==> config.mk <==
export PLATFORM = sky130hd
export DESIGN_NAME = cordic_fix2fp_seq_flat
export DESIGN_NICKNAME = d
export VERILOG_FILES = /design/src/rtl/cordic_fix2fp_if.sv /design/src/rtl/cordic_fix2fp_seq.sv /design/src/flat_wrapper.sv
export SDC_FILE = /design/constraint.sdc
export NUM_CORES = 1
export LEC_CHECK = 0
export CAP_MARGIN = 20
export CORE_MARGIN = 2
export CORE_UTILIZATION = 43
export CTS_BUF_LIST = sky130_fd_sc_hd__clkbuf_4
export CTS_CLUSTER_DIAMETER = 60
export DETAILED_ROUTE_END_ITERATION = 10
export GPL_ROUTABILITY_DRIVEN = 0
export MAX_ROUTING_LAYER = met4
export PLACE_DENSITY = 0.67
export SYNTH_ARGS = -nofsm -noshare
export SYNTH_HDL_FRONTEND = slang
export SYNTH_SLANG_ARGS = --single-unit
==> constraint.sdc <==
create_clock -name clock -period 5.3 [get_ports clock]
set_input_delay 1.06 -clock clock [delete_from_list [all_inputs] [get_ports clock]]
set_output_delay 1.06 -clock clock [all_outputs]
set_load 0.02 [all_outputs]
==> src/rtl/cordic_fix2fp_if.sv <==
// Start/done handshake bundle between the CORDIC x-output and the fix-to-float converter.
interface cordic_fix2fp_if #(
    parameter int unsigned WIDTH = 21
);
    logic             start;
    logic [WIDTH-1:0] dataa;
    logic             busy;
    logic             done;
    logic [31:0]      result;

    modport master (output start, output dataa, input busy, input done, input result);
    modport slave  (input start, input dataa, output busy, output done, output result);
endinterface

==> src/rtl/cordic_fix2fp_seq.sv <==
// Multi-cycle Q1.(WIDTH-1) two's-complement to IEEE-754 single converter.
// Define F2F_CLZ_EN for a single-cycle priority-encoder normaliser instead of the bit-serial one.
module cordic_fix2fp_seq #(
    parameter int unsigned WIDTH = 21,
    parameter int unsigned BIAS  = 127
) (
    input  logic            clock,
    input  logic            aclr,
    input  logic            clk_en,
    cordic_fix2fp_if.slave  bus
);

    typedef enum logic [1:0] {StIdle, StNorm, StPack} state_e;

    state_e           state_q, state_d;
    logic             sign_q, sign_d;
    logic [WIDTH-1:0] mag_q, mag_d;
    logic [7:0]       exp_q, exp_d;
    logic [31:0]      result_q, result_d;
    logic             done_q, done_d;

    logic [WIDTH-1:0] dataa_abs;
    logic [22:0]      mant;

    // The most negative input negates to itself, which is exactly the correct magnitude.
    assign dataa_abs = bus.dataa[WIDTH-1] ? (~bus.dataa + WIDTH'(1)) : bus.dataa;
    // Hidden bit dropped; remaining fraction bits are left-aligned in the significand.
    assign mant      = 23'(mag_q[WIDTH-2:0]) << (24 - WIDTH);

`ifdef F2F_CLZ_EN
    localparam int unsigned LzW = $clog2(WIDTH);
    logic [LzW-1:0] lz;

    always_comb begin
        lz = '0;
        for (int i = 0; i < WIDTH; i++) begin
            if (mag_q[i]) lz = LzW'(WIDTH - 1 - i);
        end
    end
`endif

    always_comb begin
        state_d  = state_q;
        sign_d   = sign_q;
        mag_d    = mag_q;
        exp_d    = exp_q;
        result_d = result_q;
        done_d   = 1'b0;
        case (state_q)
            StIdle: begin
                if (bus.start) begin
                    sign_d  = bus.dataa[WIDTH-1];
                    mag_d   = dataa_abs;
                    exp_d   = 8'(BIAS);
                    state_d = (dataa_abs == '0) ? StPack : StNorm;
                end
            end
            StNorm: begin
`ifdef F2F_CLZ_EN
                mag_d   = mag_q << lz;
                exp_d   = 8'(BIAS) - 8'(lz);
                state_d = StPack;
`else
                if (mag_q[WIDTH-1]) begin
                    state_d = StPack;
                end else begin
                    mag_d = mag_q << 1;
                    exp_d = exp_q - 8'd1;
                end
`endif
            end
            StPack: begin
                result_d = (mag_q == '0) ? 32'h0 : {sign_q, exp_q, mant};
                done_d   = 1'b1;
                state_d  = StIdle;
            end
            default: state_d = StIdle;
        endcase
    end

    always_ff @(posedge clock) begin
        if (aclr) begin
            state_q  <= StIdle;
            sign_q   <= 1'b0;
            mag_q    <= '0;
            exp_q    <= '0;
            result_q <= '0;
            done_q   <= 1'b0;
        end else if (clk_en) begin
            state_q  <= state_d;
            sign_q   <= sign_d;
            mag_q    <= mag_d;
            exp_q    <= exp_d;
            result_q <= result_d;
            done_q   <= done_d;
        end
    end

    assign bus.busy   = (state_q != StIdle);
    assign bus.done   = done_q;
    assign bus.result = result_q;

endmodule

==> src/flat_wrapper.sv <==
// flat-port wrapper written by rule: the top's interface ports become plain ports
module cordic_fix2fp_seq_flat 
#(
    parameter int unsigned WIDTH = 21,
    parameter int unsigned BIAS  = 127
)
  (clock, aclr, clk_en, bus_start, bus_dataa, bus_busy, bus_done, bus_result);
  cordic_fix2fp_if #(.WIDTH(WIDTH)) bus_i ();
  input  logic clock;
  input  logic aclr;
  input  logic clk_en;
  input wire logic [$bits(bus_i.start)-1:0] bus_start;
  input wire logic [$bits(bus_i.dataa)-1:0] bus_dataa;
  output wire logic [$bits(bus_i.busy)-1:0] bus_busy;
  output wire logic [$bits(bus_i.done)-1:0] bus_done;
  output wire logic [$bits(bus_i.result)-1:0] bus_result;
  assign bus_i.start = bus_start;
  assign bus_i.dataa = bus_dataa;
  assign bus_busy = bus_i.busy;
  assign bus_done = bus_i.done;
  assign bus_result = bus_i.result;
  cordic_fix2fp_seq #(.WIDTH(WIDTH), .BIAS(BIAS)) u_core (.clock(clock), .aclr(aclr), .clk_en(clk_en), .bus(bus_i));
endmodule
==> results of run 1 <==
-- cell usage after synthesis, types with 5 or more instances --
cell type	count	area (um2)
a211oi_1	12	90.09
nand2_1	71	266.5
nor3_1	21	105.1
clkbuf_1	24	90.09
or3_1	7	43.79
xor2_1	5	43.79
a21oi_1	38	190.2
o21ai_0	10	50.05
nor2_1	30	112.6
xnor2_1	17	148.9
buf_4	6	45.04
inv_1	13	48.80
o31ai_1	6	45.04
a22oi_1	10	75.07
nand2b_1	5	31.28
nor4_1	9	56.30
o211ai_1	6	45.04
a221oi_1	5	43.79
nand4_1	7	43.79
or4_1	5	37.54
dfxtp_1	62	1241
-- worst min-delay path by stage --
stage / startpoint / to / slack (ns) / cells after the start
final: u_core.bus.result[10] / u_core.bus.result[10] / 0.46 / 2
after global routing: u_core.mag_q[15] / u_core.bus.result[18] / 0.48 / 2
after CTS: u_core.bus.result[10] / u_core.bus.result[10] / 0.46 / 2
after detailed placement: u_core.bus.result[10] / u_core.bus.result[10] / 0.45 / 2
after global placement: u_core.bus.done / u_core.bus.done / 0.44 / 2
after floorplan: u_core.sign_q / u_core.sign_q / 0.44 / 2
-- kinds of logic after synthesis --
| group | Yosys count | synth area share |
|---|---|---|
| XOR/XNOR | 22 | 0.05887 |
| buffers and inverters | 48 | 0.06690 |
| adder cells (fa/ha/maj) | 3 | 0.01147 |
| other | 1 | 0.001146 |
| AO/OA/AOI/OAI | 108 | 0.2171 |
| multiplexers | 1 | 0.003440 |
| AND/OR/NAND/NOR | 177 | 0.2619 |
| flip-flops | 62 | 0.3792 |
-- metal layers --
layer  share of wire  vias to the layer above  GRT usage  wire [um]
met5               0                        -          -          0
li1                -                     1588          -          -
met1            0.51                     1443     0.3007       4090
met2            0.43                       94     0.2722       3454
met4           0.014                        0    0.06944        117
met3           0.053                       14    0.03237        432
-- cell type report --
| cell class | count | area [um2] |
|---|---|---|
| inverter | 13 | 48.80 |
| fill | 712 | 3336 |
| tap | 99 | 123.9 |
| clock inverter | 5 | 73.82 |
| multi-input combinational | 314 | 1826 |
| timing repair buffer | 60 | 599.3 |
| sequential | 62 | 1241 |
| clock buffer | 11 | 82.58 |
-- sequential cells by signal, indices dropped and copies added, names as in the netlist --
signal,cells
u_core.bus.result,29
u_core.sign_q,1
u_core.state_q,2
u_core.mag_q,21
u_core.bus.done,1
u_core.exp_q,8
-- tightest hold or removal path, delay by kind of cell, from the launching register on --
family | cells | cell delay (ns)
DFF | 1 | 0.32
and+or+nand+nor | 1 | 0.05
AOI/OAI and AO/OA | 1 | 0.05
-- stage by stage --
stage	cell area [um2]	hold slack [ns]	std cells
final	3995	0.4573	564
after global routing	3995	0.4795	564
after CTS	3956	0.4606	561
after detailed placement	3800	0.4475	545
after global placement	3800	0.4435	545
after floorplan	3281	0.4360	424
-- power by group --
part	switching [uW]	internal [uW]	leakage (uW)	total [uW]
logic	128	91.8	0.000733	220
clock network	169	199	0.0000883	368
registers	36.2	496	0.000505	532
total	333	787	0.00133	1120
==> impl_metrics.tcl, run 1 <==
set metrics [dict create \
    synth.ff_latch_count 62 \
    startpoint "bus_dataa[0]" \
    syn_area_um2 3273 \
    clkTransAtPathRegs_ns 0.09 \
    setup_viol 0 \
    hold_viol_final 0 \
    pre_cts_slack_ns 1.283 \
    nNetsFinal 488 \
    max-cap-violations 0 \
    worst-path-stages 9 \
    h-tree-depth 3 \
    synth.distinct_cells 52 \
    coreArea_um2 7331 \
    worstPathCellList "clkdlybuf4s50_1 -> inv_1 -> ha_1 -> or4b_2 -> or3_4 -> or4_1 -> a311oi_1 -> nand4_1 -> o21a_1" \
    dr.pass1.iters 5 \
    port_buffers 55 \
    avgRoutedWirePerCell_um 14.35 \
    routed_wl_mm 8.095 \
    worstReg2RegEnd "u_core.state_q[0]" \
    dp_hpwl_mm 5.792 \
    antenna_found_initial 0 \
    period_needed_ns 3.597 \
    rrSetupSlack_ns 3.06 \
    ios 59 \
    max_freq_mhz 278.0 \
    hold_path.class "register to register" \
    track_usage 0.2013 \
    area_growth_pct 22.06 \
    crit_end "u_core.state_q[0]" \
    r2r_cells 5 \
    critPathTopFamily "simple AND/OR/NAND/NOR gates" \
    synth-main-ff-cell "dfxtp_1" \
    cts_hold_buf 0 \
    cp_slowest_cell "or4b_2" \
    syn_inst 422 \
    rows 31 \
    power.density_nw_per_um2 280.2 \
    r2r-start "u_core.mag_q[20]" \
    cts_made_buffers 9 \
    yosysWarnings 0 \
    avgViaCountPerCell 5.566 \
    antenna_left 0 \
    first_iter_violations 179 \
    cts_tree "yes" \
    cts_resized 0 \
    die_x_um 91.25 \
    fin_crit_sh 0.6787 \
    cts_buffer_depth 2 \
    worstPathArrival_ns 3.90 \
    diodes 0 \
    die_y_um 91.25 \
    tightestPinTransition_ns 1.017 \
    crit_buf_inv 2 \
    drc_errors 0 \
    drive_gt1_frac 0.06022 \
    status "completed" \
    grt_pass1_vias 2623 \
    clock_skew_ns 0.01804 \
    slew-limit-headroom 0.3200 \
    final_common_cell "nand2_1" \
    grt_overflow 0 \
    irDropWorstVdd_mv 0.09745 \
    vias 3139 \
    start_kind "input pin" \
    worstPathRequired_ns 5.60 \
    ys_seq_area_frac 0.3792 \
    clock_sinks 62 \
    slowest_delay_ns 0.64 \
    avgSynthCellArea_um2 7.756 \
    cts-root-buf "clkbuf_4" \
    critPathKind "input pin to register" \
    total_power_uw 1119 \
    rsz0062_at_grt "no" \
    dieArea_um2 8326 \
    setup_slack_ns 1.703 \
    synth-edff-count 0 \
    final_cell_mix "nand2_1, dfxtp_1, clkdlybuf4s50_1" \
    drv_slew 0 \
    initial_core_util 0.4465 \
    grt_pass1_wl_mm 13.30 \
    worstPathMaxFanout 7 \
    grt_max_degree 64 \
    ys_async_sr_fraction 0 \
    fin_tns_setup_ns 0 \
    clock_latency_ns 0.41 \
    cp-end-kind "register" \
    postCtsSetupBuffers 0 \
    p_leak_uw 0.001326 \
    final_util 0.5450 \
]
Power figures use the tool's default switching activity.
==> inputs of run 2 (changes only) <==
Settings changed: PLACE_DENSITY 0.67 to 0.7.
Clock period 5.3 ns to 3.3 ns, I/O delays scaled along.
==> impl_metrics.tcl, run 2 (synthesis results as in run 1) <==
set metrics [dict create \
    status "completed" \
    slew-limit-headroom 0.4950 \
    min_to "u_core.bus.result[9]" \
    p_switching_uw 523.4 \
    clkTransAtPathRegs_ns 0.10 \
    cts_hold_buf 0 \
    rows 31 \
    hold_start "u_core.bus.result[9]" \
    p_leak_uw 0.001430 \
    track_usage 0.2086 \
    grt_pass1_vias 2973 \
    area_growth_pct 26.91 \
    grt_max_degree 44 \
    worstReg2RegEnd "u_core.mag_q[15]" \
    drv_slew 0 \
    drc_errors 0 \
    swShare 0.3072 \
    coreArea_um2 7331 \
    avgRoutedWirePerCell_um 13.80 \
    place_area_um2 4033 \
    stdcell_count 591 \
    cts_made_buffers 9 \
    hold_depth 2 \
    first_iter_violations 200 \
    drive_gt1_frac 0.1077 \
    period_needed_ns 2.993 \
    cts_buffer_depth 2 \
    final_common_cell "nand2_1" \
    die_x_um 91.25 \
    dieArea_um2 8326 \
    die_y_um 91.25 \
    p_int_uw 1180 \
    grt_pass1_wl_mm 13.83 \
    grt_overflow 0 \
    largest_register_ff_count 29 \
    setup_viol 0 \
    clock_power_share 0.279 \
    nNetsFinal 516 \
    critPathKind "input pin to register" \
    cts_resized 0 \
    stdcell_area_um2 4154 \
    h-tree-depth 3 \
    cp-end-kind "register" \
    fin_tns_setup_ns 0 \
    postCtsSetupBuffers 0 \
    fin_crit_sh 0.9069 \
    dp_hpwl_mm 6.170 \
    initial_core_util 0.4465 \
    cts_tree "yes" \
    max_freq_mhz 334.2 \
    routed_wl_mm 8.157 \
    nFillCells 682 \
    worstPathArrival_ns 3.29 \
    max-cap-violations 0 \
    dp_cells 576 \
    worstPathMaxFanout 2 \
    worstPathRequired_ns 3.60 \
    antenna_left 0 \
    cts-root-buf "clkbuf_4" \
    final_cell_mix "nand2_1, dfxtp_1, clkdlybuf4s50_1" \
    diodes 0 \
    rsz0062_at_grt "no" \
    port_buffers 55 \
    vias 3209 \
    r2r_cells 4 \
    ios 59 \
    clock_latency_ns 0.40 \
    irDropWorstVdd_mv 0.1501 \
    antenna_found_initial 0 \
    hold_viol_final 0 \
    power_frac_comb 0.220 \
    rrSetupSlack_ns 1.20 \
    avgViaCountPerCell 5.430 \
    clock_sinks 62 \
    r2r-start "u_core.state_q[0]" \
    dr.pass1.iters 5 \
    tightestPinTransition_ns 0.7575 \
    start_kind "input pin" \
    seqPwrFrac 0.501 \
    hold_path.class "register to register" \
    clock_skew_ns 0.01256 \
    power.density_nw_per_um2 410.2 \
]
-- run 2: changes by cell type in the layout (fill, tap and decap cells not counted) --
cell        change
clkinvlp_4      +1
clkbuf_4        -2
clkinv_1        +2
buf_12          -1
buf_6           -1
bufinv_16       -1
clkinv_2        -1
buf_4          +30
-- run 2: routing by layer --
layer / routed length, um / global-route usage
met5: 0 / -
met4: 153 / 0.08838
met3: 448 / 0.03237
met2: 3544 / 0.3012
met1: 4011 / 0.2897
-- run 2: worst max path at each step --
stage / slack [ns] / cells past startpoint / to / startpoint
finish: 0.31 / 9 / u_core.state_q[0] / bus_dataa[0]
floorplan: 0.33 / 8 / u_core.state_q[0] / bus_dataa[1]
global route: 0.05 / 11 / u_core.state_q[0] / bus_dataa[0]
global placement: -0.09 / 9 / u_core.state_q[0] / bus_dataa[0]
CTS: 0.31 / 9 / u_core.state_q[0] / bus_dataa[0]
detailed placement: -0.13 / 9 / u_core.state_q[0] / bus_dataa[0]
-- run 2: stage by stage --
stage | worst slack, ns | hold WS, ns | total power, uW | util
2_1_floorplan | 0.3297 | 0.4360 | 1102 | -
3_3_place_gp | -0.09029 | 0.4417 | 1232 | 0.5501
3_5_place_dp | -0.1266 | 0.4460 | 1240 | 0.5501
4_1_cts | 0.3107 | 0.4588 | 1712 | 0.5667
5_1_grt | 0.04610 | 0.4829 | 1802 | 0.5667
6_report | 0.3073 | 0.4572 | 1704 | 0.5667
-- run 2: power groups by stage --
stage                     clock network (uW)  registers [uW]  logic (uW)
final                                    476             854         374
after global routing                     525             862         415
after CTS                                488             852         372
after detailed placement                   0             870         370
after global placement                     0             868         364
after floorplan                            0             849         253
-- run 2: layout make-up --
class | instances | area, um2 | share of cell area
inverter | 13 | 48.80 | 0.01175
sequential | 62 | 1241 | 0.2988
multi-input combinational | 314 | 1826 | 0.4395
clock inverter | 6 | 53.80 | 0.01295
clock buffer | 9 | 67.56 | 0.01627
tap | 99 | 123.9 | 0.02982
timing repair buffer | 88 | 793.3 | 0.1910
-- run 2: critical path, stage by stage --
cell	delay [ns]
clkdlybuf4s50_1	0.42
inv_1	0.08
ha_1	0.16
or4b_2	0.61
or3_4	0.35
or4_1	0.39
a311oi_1	0.26
nand4_1	0.15
o21a_1	0.21
